## config.mk

```make
export PLATFORM = sky130hd
export DESIGN_NAME = mem_bus_arbiter_flat
export DESIGN_NICKNAME = d
export VERILOG_FILES = /design/src/rtl/mem_bus_arbiter_if.sv /design/src/rtl/mem_bus_arbiter.sv /design/src/flat_wrapper.sv
export SDC_FILE = /design/constraint.sdc
export NUM_CORES = 1
export LEC_CHECK = 0
export ABC_AREA = 1
export BUFFER_PORTS_ARGS = -buffer_cell sky130_fd_sc_hd__buf_2
export CAP_MARGIN = 20
export CORE_ASPECT_RATIO = 1.2
export CORE_UTILIZATION = 46
export DETAILED_ROUTE_END_ITERATION = 6
export PLACE_DENSITY = 0.86
export SYNTH_ARGS = -nofsm -noshare
export SYNTH_HDL_FRONTEND = slang
export SYNTH_SLANG_ARGS = --single-unit
```

## constraint.sdc

```tcl
create_clock -name clk -period 1.7 [get_ports clk]
set_input_delay 0.17 -clock clk [delete_from_list [all_inputs] [get_ports clk]]
set_output_delay 0.17 -clock clk [all_outputs]
set_load 0.05 [all_outputs]
```

## src/rtl/mem_bus_arbiter_if.sv

```systemverilog
// Signal bundle between the CPU/DMA requesters, the memory bus arbiter and the memory decode.
// The slave modport is the arbiter's view; master is the requester/memory side.
interface mem_bus_arbiter_if;
  logic        cpu_req;
  logic        cpu_we;
  logic [15:0] cpu_addr;
  logic [7:0]  cpu_wdata;
  logic [7:0]  cpu_rdata;
  logic        cpu_ack;

  logic        dma_req;
  logic        dma_we;
  logic [15:0] dma_addr;
  logic [7:0]  dma_wdata;
  logic [7:0]  dma_rdata;
  logic        dma_ack;

  logic [15:0] mem_addr;
  logic [7:0]  mem_wdata;
  logic [7:0]  mem_rdata;
  logic        mem_r;
  logic        mem_w;

  modport slave (
    input  cpu_req, cpu_we, cpu_addr, cpu_wdata,
    output cpu_rdata, cpu_ack,
    input  dma_req, dma_we, dma_addr, dma_wdata,
    output dma_rdata, dma_ack,
    output mem_addr, mem_wdata, mem_r, mem_w,
    input  mem_rdata
  );

  modport master (
    output cpu_req, cpu_we, cpu_addr, cpu_wdata,
    input  cpu_rdata, cpu_ack,
    output dma_req, dma_we, dma_addr, dma_wdata,
    input  dma_rdata, dma_ack,
    input  mem_addr, mem_wdata, mem_r, mem_w,
    output mem_rdata
  );
endinterface

```

## src/rtl/mem_bus_arbiter.sv

```systemverilog
// Round-robin arbiter sharing the 8-bit memory bus between the CPU and DMA requesters.
// Every output is a flop; an access is IDLE -> ACCESS (WAIT_STATES+1 cycles) -> DONE (ack).
module mem_bus_arbiter #(
  parameter int unsigned WAIT_STATES = 1
) (
  input logic              clk,
  input logic              reset,
  mem_bus_arbiter_if.slave bus
);

  localparam logic [1:0] StIdle   = 2'd0;
  localparam logic [1:0] StAccess = 2'd1;
  localparam logic [1:0] StDone   = 2'd2;

  localparam logic PortCpu = 1'b0;
  localparam logic PortDma = 1'b1;

  localparam logic [3:0] WaitLoad = 4'(WAIT_STATES);

  logic [1:0]  state_q, state_d;
  logic [3:0]  cnt_q, cnt_d;
  logic        last_grant_q, last_grant_d;
  logic        port_q, port_d;
  logic        we_q, we_d;
  logic [15:0] addr_q, addr_d;
  logic [7:0]  wdata_q, wdata_d;
  logic [7:0]  cpu_rdata_q, cpu_rdata_d;
  logic [7:0]  dma_rdata_q, dma_rdata_d;
  logic        mem_r_q, mem_r_d;
  logic        mem_w_q, mem_w_d;
  logic        cpu_ack_q, cpu_ack_d;
  logic        dma_ack_q, dma_ack_d;
  logic        pick_dma;

  // On a tie the port that did not win last time gets the bus.
  assign pick_dma = bus.dma_req & (~bus.cpu_req | (last_grant_q == PortCpu));

  always_comb begin
    state_d      = state_q;
    cnt_d        = cnt_q;
    last_grant_d = last_grant_q;
    port_d       = port_q;
    we_d         = we_q;
    addr_d       = addr_q;
    wdata_d      = wdata_q;
    cpu_rdata_d  = cpu_rdata_q;
    dma_rdata_d  = dma_rdata_q;
    mem_r_d      = 1'b0;
    mem_w_d      = 1'b0;
    cpu_ack_d    = 1'b0;
    dma_ack_d    = 1'b0;

    case (state_q)
      StIdle: begin
        if (bus.cpu_req || bus.dma_req) begin
          port_d       = pick_dma;
          last_grant_d = pick_dma;
          we_d         = pick_dma ? bus.dma_we    : bus.cpu_we;
          addr_d       = pick_dma ? bus.dma_addr  : bus.cpu_addr;
          wdata_d      = pick_dma ? bus.dma_wdata : bus.cpu_wdata;
          cnt_d        = WaitLoad;
          mem_r_d      = ~we_d;
          mem_w_d      = we_d;
          state_d      = StAccess;
        end
      end
      StAccess: begin
        if (cnt_q == 4'd0) begin
          state_d = StDone;
          if (!we_q) begin
            if (port_q == PortDma) dma_rdata_d = bus.mem_rdata;
            else                   cpu_rdata_d = bus.mem_rdata;
          end
          cpu_ack_d = (port_q == PortCpu);
          dma_ack_d = (port_q == PortDma);
        end else begin
          cnt_d   = cnt_q - 4'd1;
          mem_r_d = ~we_q;
          mem_w_d = we_q;
        end
      end
      StDone: begin
        state_d = StIdle;
      end
      default: begin
        state_d = StIdle;
      end
    endcase
  end

  always_ff @(posedge clk) begin
    if (reset) begin
      state_q      <= StIdle;
      cnt_q        <= 4'd0;
      last_grant_q <= PortDma;
      port_q       <= PortCpu;
      we_q         <= 1'b0;
      addr_q       <= 16'h0000;
      wdata_q      <= 8'h00;
      cpu_rdata_q  <= 8'h00;
      dma_rdata_q  <= 8'h00;
      mem_r_q      <= 1'b0;
      mem_w_q      <= 1'b0;
      cpu_ack_q    <= 1'b0;
      dma_ack_q    <= 1'b0;
    end else begin
      state_q      <= state_d;
      cnt_q        <= cnt_d;
      last_grant_q <= last_grant_d;
      port_q       <= port_d;
      we_q         <= we_d;
      addr_q       <= addr_d;
      wdata_q      <= wdata_d;
      cpu_rdata_q  <= cpu_rdata_d;
      dma_rdata_q  <= dma_rdata_d;
      mem_r_q      <= mem_r_d;
      mem_w_q      <= mem_w_d;
      cpu_ack_q    <= cpu_ack_d;
      dma_ack_q    <= dma_ack_d;
    end
  end

  assign bus.mem_addr  = addr_q;
  assign bus.mem_wdata = wdata_q;
  assign bus.mem_r     = mem_r_q;
  assign bus.mem_w     = mem_w_q;
  assign bus.cpu_rdata = cpu_rdata_q;
  assign bus.cpu_ack   = cpu_ack_q;
  assign bus.dma_rdata = dma_rdata_q;
  assign bus.dma_ack   = dma_ack_q;

endmodule

```

## src/flat_wrapper.sv

```systemverilog
// flat-port wrapper written by rule: the top's interface ports become plain ports
module mem_bus_arbiter_flat 
#(
  parameter int unsigned WAIT_STATES = 1
)
  (clk, reset, bus_cpu_req, bus_cpu_we, bus_cpu_addr, bus_cpu_wdata, bus_cpu_rdata, bus_cpu_ack, bus_dma_req, bus_dma_we, bus_dma_addr, bus_dma_wdata, bus_dma_rdata, bus_dma_ack, bus_mem_addr, bus_mem_wdata, bus_mem_r, bus_mem_w, bus_mem_rdata);
  mem_bus_arbiter_if bus_i ();
  input logic clk;
  input logic reset;
  input wire logic [$bits(bus_i.cpu_req)-1:0] bus_cpu_req;
  input wire logic [$bits(bus_i.cpu_we)-1:0] bus_cpu_we;
  input wire logic [$bits(bus_i.cpu_addr)-1:0] bus_cpu_addr;
  input wire logic [$bits(bus_i.cpu_wdata)-1:0] bus_cpu_wdata;
  output wire logic [$bits(bus_i.cpu_rdata)-1:0] bus_cpu_rdata;
  output wire logic [$bits(bus_i.cpu_ack)-1:0] bus_cpu_ack;
  input wire logic [$bits(bus_i.dma_req)-1:0] bus_dma_req;
  input wire logic [$bits(bus_i.dma_we)-1:0] bus_dma_we;
  input wire logic [$bits(bus_i.dma_addr)-1:0] bus_dma_addr;
  input wire logic [$bits(bus_i.dma_wdata)-1:0] bus_dma_wdata;
  output wire logic [$bits(bus_i.dma_rdata)-1:0] bus_dma_rdata;
  output wire logic [$bits(bus_i.dma_ack)-1:0] bus_dma_ack;
  output wire logic [$bits(bus_i.mem_addr)-1:0] bus_mem_addr;
  output wire logic [$bits(bus_i.mem_wdata)-1:0] bus_mem_wdata;
  output wire logic [$bits(bus_i.mem_r)-1:0] bus_mem_r;
  output wire logic [$bits(bus_i.mem_w)-1:0] bus_mem_w;
  input wire logic [$bits(bus_i.mem_rdata)-1:0] bus_mem_rdata;
  assign bus_i.cpu_req = bus_cpu_req;
  assign bus_i.cpu_we = bus_cpu_we;
  assign bus_i.cpu_addr = bus_cpu_addr;
  assign bus_i.cpu_wdata = bus_cpu_wdata;
  assign bus_cpu_rdata = bus_i.cpu_rdata;
  assign bus_cpu_ack = bus_i.cpu_ack;
  assign bus_i.dma_req = bus_dma_req;
  assign bus_i.dma_we = bus_dma_we;
  assign bus_i.dma_addr = bus_dma_addr;
  assign bus_i.dma_wdata = bus_dma_wdata;
  assign bus_dma_rdata = bus_i.dma_rdata;
  assign bus_dma_ack = bus_i.dma_ack;
  assign bus_mem_addr = bus_i.mem_addr;
  assign bus_mem_wdata = bus_i.mem_wdata;
  assign bus_mem_r = bus_i.mem_r;
  assign bus_mem_w = bus_i.mem_w;
  assign bus_i.mem_rdata = bus_mem_rdata;
  mem_bus_arbiter #(.WAIT_STATES(WAIT_STATES)) u_core (.clk(clk), .reset(reset), .bus(bus_i));
endmodule
```

==> impl_metrics.json <==
{
  "cts_root_buf": "clkbuf_8",
  "synth_top_area_share_pct": 46.6,
  "synth_edf_count": 0,
  "synth_area_um2": 2280,
  "grt_pass1_vias": 2124,
  "min_period_over_period_pct": 85.8,
  "drc": 0,
  "dp_cells": 486,
  "grt_max_degree": 27,
  "first_pass_iters": 4,
  "drive_gt1_share_pct": 30.0,
  "dieHeight_um": 79.1,
  "core_area_um2": 4660,
  "slowest_delay_ns": 0.35,
  "grt_overflow": 0,
  "async_flop_share_pct": 0,
  "fin_setup_tns_ns": 0,
  "skew_ns": 0.0143,
  "seq_area_frac_synth_pct": 46.6,
  "fin_cells": 494,
  "end_kind": "flip-flop",
  "drv_slew": 0,
  "synth_ff_type": "dfxtp_1",
  "nets": 498,
  "final_util_pct": 63.8,
  "ys_top_cells_by_count": "nand2_1 (163), dfxtp_1 (53), nor2_1 (32)",
  "critPathKind": "flip-flop to flip-flop",
  "htree_levels": 2,
  "drt_iter0_drc": 64,
  "use_met2_pct": 39.5,
  "use_met3_pct": 6.61,
  "num_rows": 27,
  "fp.dieW_um": 66.2,
  "top_usage_layer": "met2",
  "antenna_found_initial": 0,
  "setup_viol": 0,
  "syn_to_final_growth_pct": 30.7,
  "avgRoutedWirePerCell_um": 10.5,
  "port_buffers": 105,
  "hold_buffers": 0,
  "power_density_nw_per_um2": 1210,
  "clk_pin_slew_ns": 0.10,
  "netlist_instances": 331,
  "gr-usage-all-layers_pct": 22.1,
  "outcome": "complete, no violations",
  "clkLatencyLatePin_ns": 0.31,
  "slowest_stage": "dfxtp_1",
  "cts_repair_resize_count": 0,
  "finalHoldViolations": 0,
  "numCtsBuffers": 5,
  "worst_pin_slew_ns": 0.440,
  "antenna_cells": 0,
  "viasPerCell": 4.61,
  "yosys.area.top_type": "dfxtp_1",
  "use_met1_pct": 24.1,
  "fmax_ghz": 0.685,
  "worstPathArrival_ns": 1.66,
  "wl_um": 5170,
  "rsz0062_at_grt": "no",
  "yosysUniqueCellTypes": 21,
  "hpwlAfterDp_um": 3940,
  "finalWeightedCongestion": 0.820,
  "path_cells": "inv_1 -> ha_1 -> nand3_4 -> nor2_4 -> nand2_1 -> nand2_1 -> nor2_1",
  "synth.most_common_cell": "nand2_1",
  "num_vias": 2278,
  "synth.area.top_cells": "dfxtp_1 (47%), nand2_1 (27%), nor2_1 (5.3%)",
  "grt_pass1_wl_um": 9040,
  "relSlewSlack_pct": 70.6,
  "syn_avg_cell_area_um2": 6.88,
  "critical_path.max_fanout": 16,
  "clock-sinks": 53,
  "start_util_pct": 48.8,
  "drv_cap": 0,
  "drtAntennaViolNets": 0,
  "num_io_pins": 106,
  "cts_setup_buffers": 0,
  "hold_path.class": "primary input to flip-flop",
  "critPathRequiredTime_ns": 1.90,
  "clockBufferDepth": 2,
  "syn_nets": 394,
  "period_minus_slack_ns": 1.46,
  "yosysWarnings": 0,
  "die-area_um2": 5230,
  "path_buf_inv": 1,
  "critPathLaunchType": "flip-flop",
  "cp_common_cell": "nand2_1",
  "peakVddDrop_mv": 0.589,
  "leakage_nw": 1.67,
  "synth_seq_cells": 53,
  "path_delay_family": "simple AND/OR/NAND/NOR gates",
  "cts_tree": "yes"
}
metrics by stage:
step	hold WS, ns	power, mW	setup WS, ns	instance area (um^2)
6_report	0.111	3.61	0.241	2980
5_1_grt	0.106	3.80	0.0840	2980
4_1_cts	0.103	3.63	0.243	2980
3_5_place_dp	0.428	2.62	0.288	2840
3_3_place_gp	0.423	2.60	0.363	2840
2_1_floorplan	0.312	2.35	0.432	2280
layout by cell type (no fill, tap or decap), types with 2 or more instances in the layout:
cell / count
clkbuf_8: 5
nor3_1: 11
nand2_1: 163
o21ai_0: 10
inv_2: 2
buf_2: 105
nor2_1: 32
nor2_4: 5
buf_4: 2
dfxtp_1: 53
bufinv_16: 2
inv_1: 17
nand3_1: 4
nand2_2: 4
o21ai_1: 5
a21oi_1: 8
cell type report:
class,instances,area [um^2]
Clock buffer,5,68.8
Clock inverter,3,68.8
Fill cell,427,1690
Inverter,19,71.3
Multi-Input combinational cell,248,1070
Sequential cell,53,1060
Tap cell,58,72.6
Timing Repair Buffer,108,561
cells by family after synthesis:
kind of cell    synth area share, %
compound gates                 5.77
simple gates                   40.8
fa+ha+maj                     0.550
buf+inv                        6.27
flops                          46.6
state kept, by name (all words and copies together) (netlist names), 2 cells and up:
register,count
u_core.bus.mem_addr,16
u_core.bus.cpu_rdata,8
u_core.bus.mem_wdata,8
u_core.cnt_q,4
u_core.bus.dma_rdata,8
u_core.state_q,2
worst register-to-register path, delay by kind of cell, from the launching register on:
family        cells  cell delay [ns]
fa+ha+maj         1             0.29
simple gates      5             0.61
flops             1             0.35
buf+inv           1             0.09
per-layer routing:
layer / vias to the layer above / wire length (um) / share of wire (%)
met4: 0 / 87 / 1.7
met3: 9 / 371 / 7.2
li1: 1217 / - / -
met5: - / 0 / 0
met1: 973 / 2190 / 42
met2: 79 / 2530 / 49
report_power, final:
| group | internal (mW) | leakage [nW] | switching, mW | total [mW] |
|---|---|---|---|---|
| registers | 1.39 | 0.434 | 0.0860 | 1.48 |
| logic | 0.302 | 1.17 | 0.815 | 1.12 |
| clock network | 0.593 | 0.0687 | 0.424 | 1.02 |
worst paths after layout:
| kind | startpoint | to | slack (ns) | depth (start not counted) |
|---|---|---|---|---|
| max | u_core.cnt_q[0] | u_core.bus.cpu_rdata[0] | 0.24 | 7 |
| min | bus_mem_rdata[0] | u_core.bus.dma_rdata[0] | 0.11 | 3 |
| max reg2reg | u_core.cnt_q[0] | u_core.bus.cpu_rdata[0] | 0.24 | 7 |
| min reg2reg | u_core.bus.mem_wdata[6] | u_core.bus.mem_wdata[6] | 0.45 | 2 |
No activity file was read; power rests on OpenSTA's default activity.
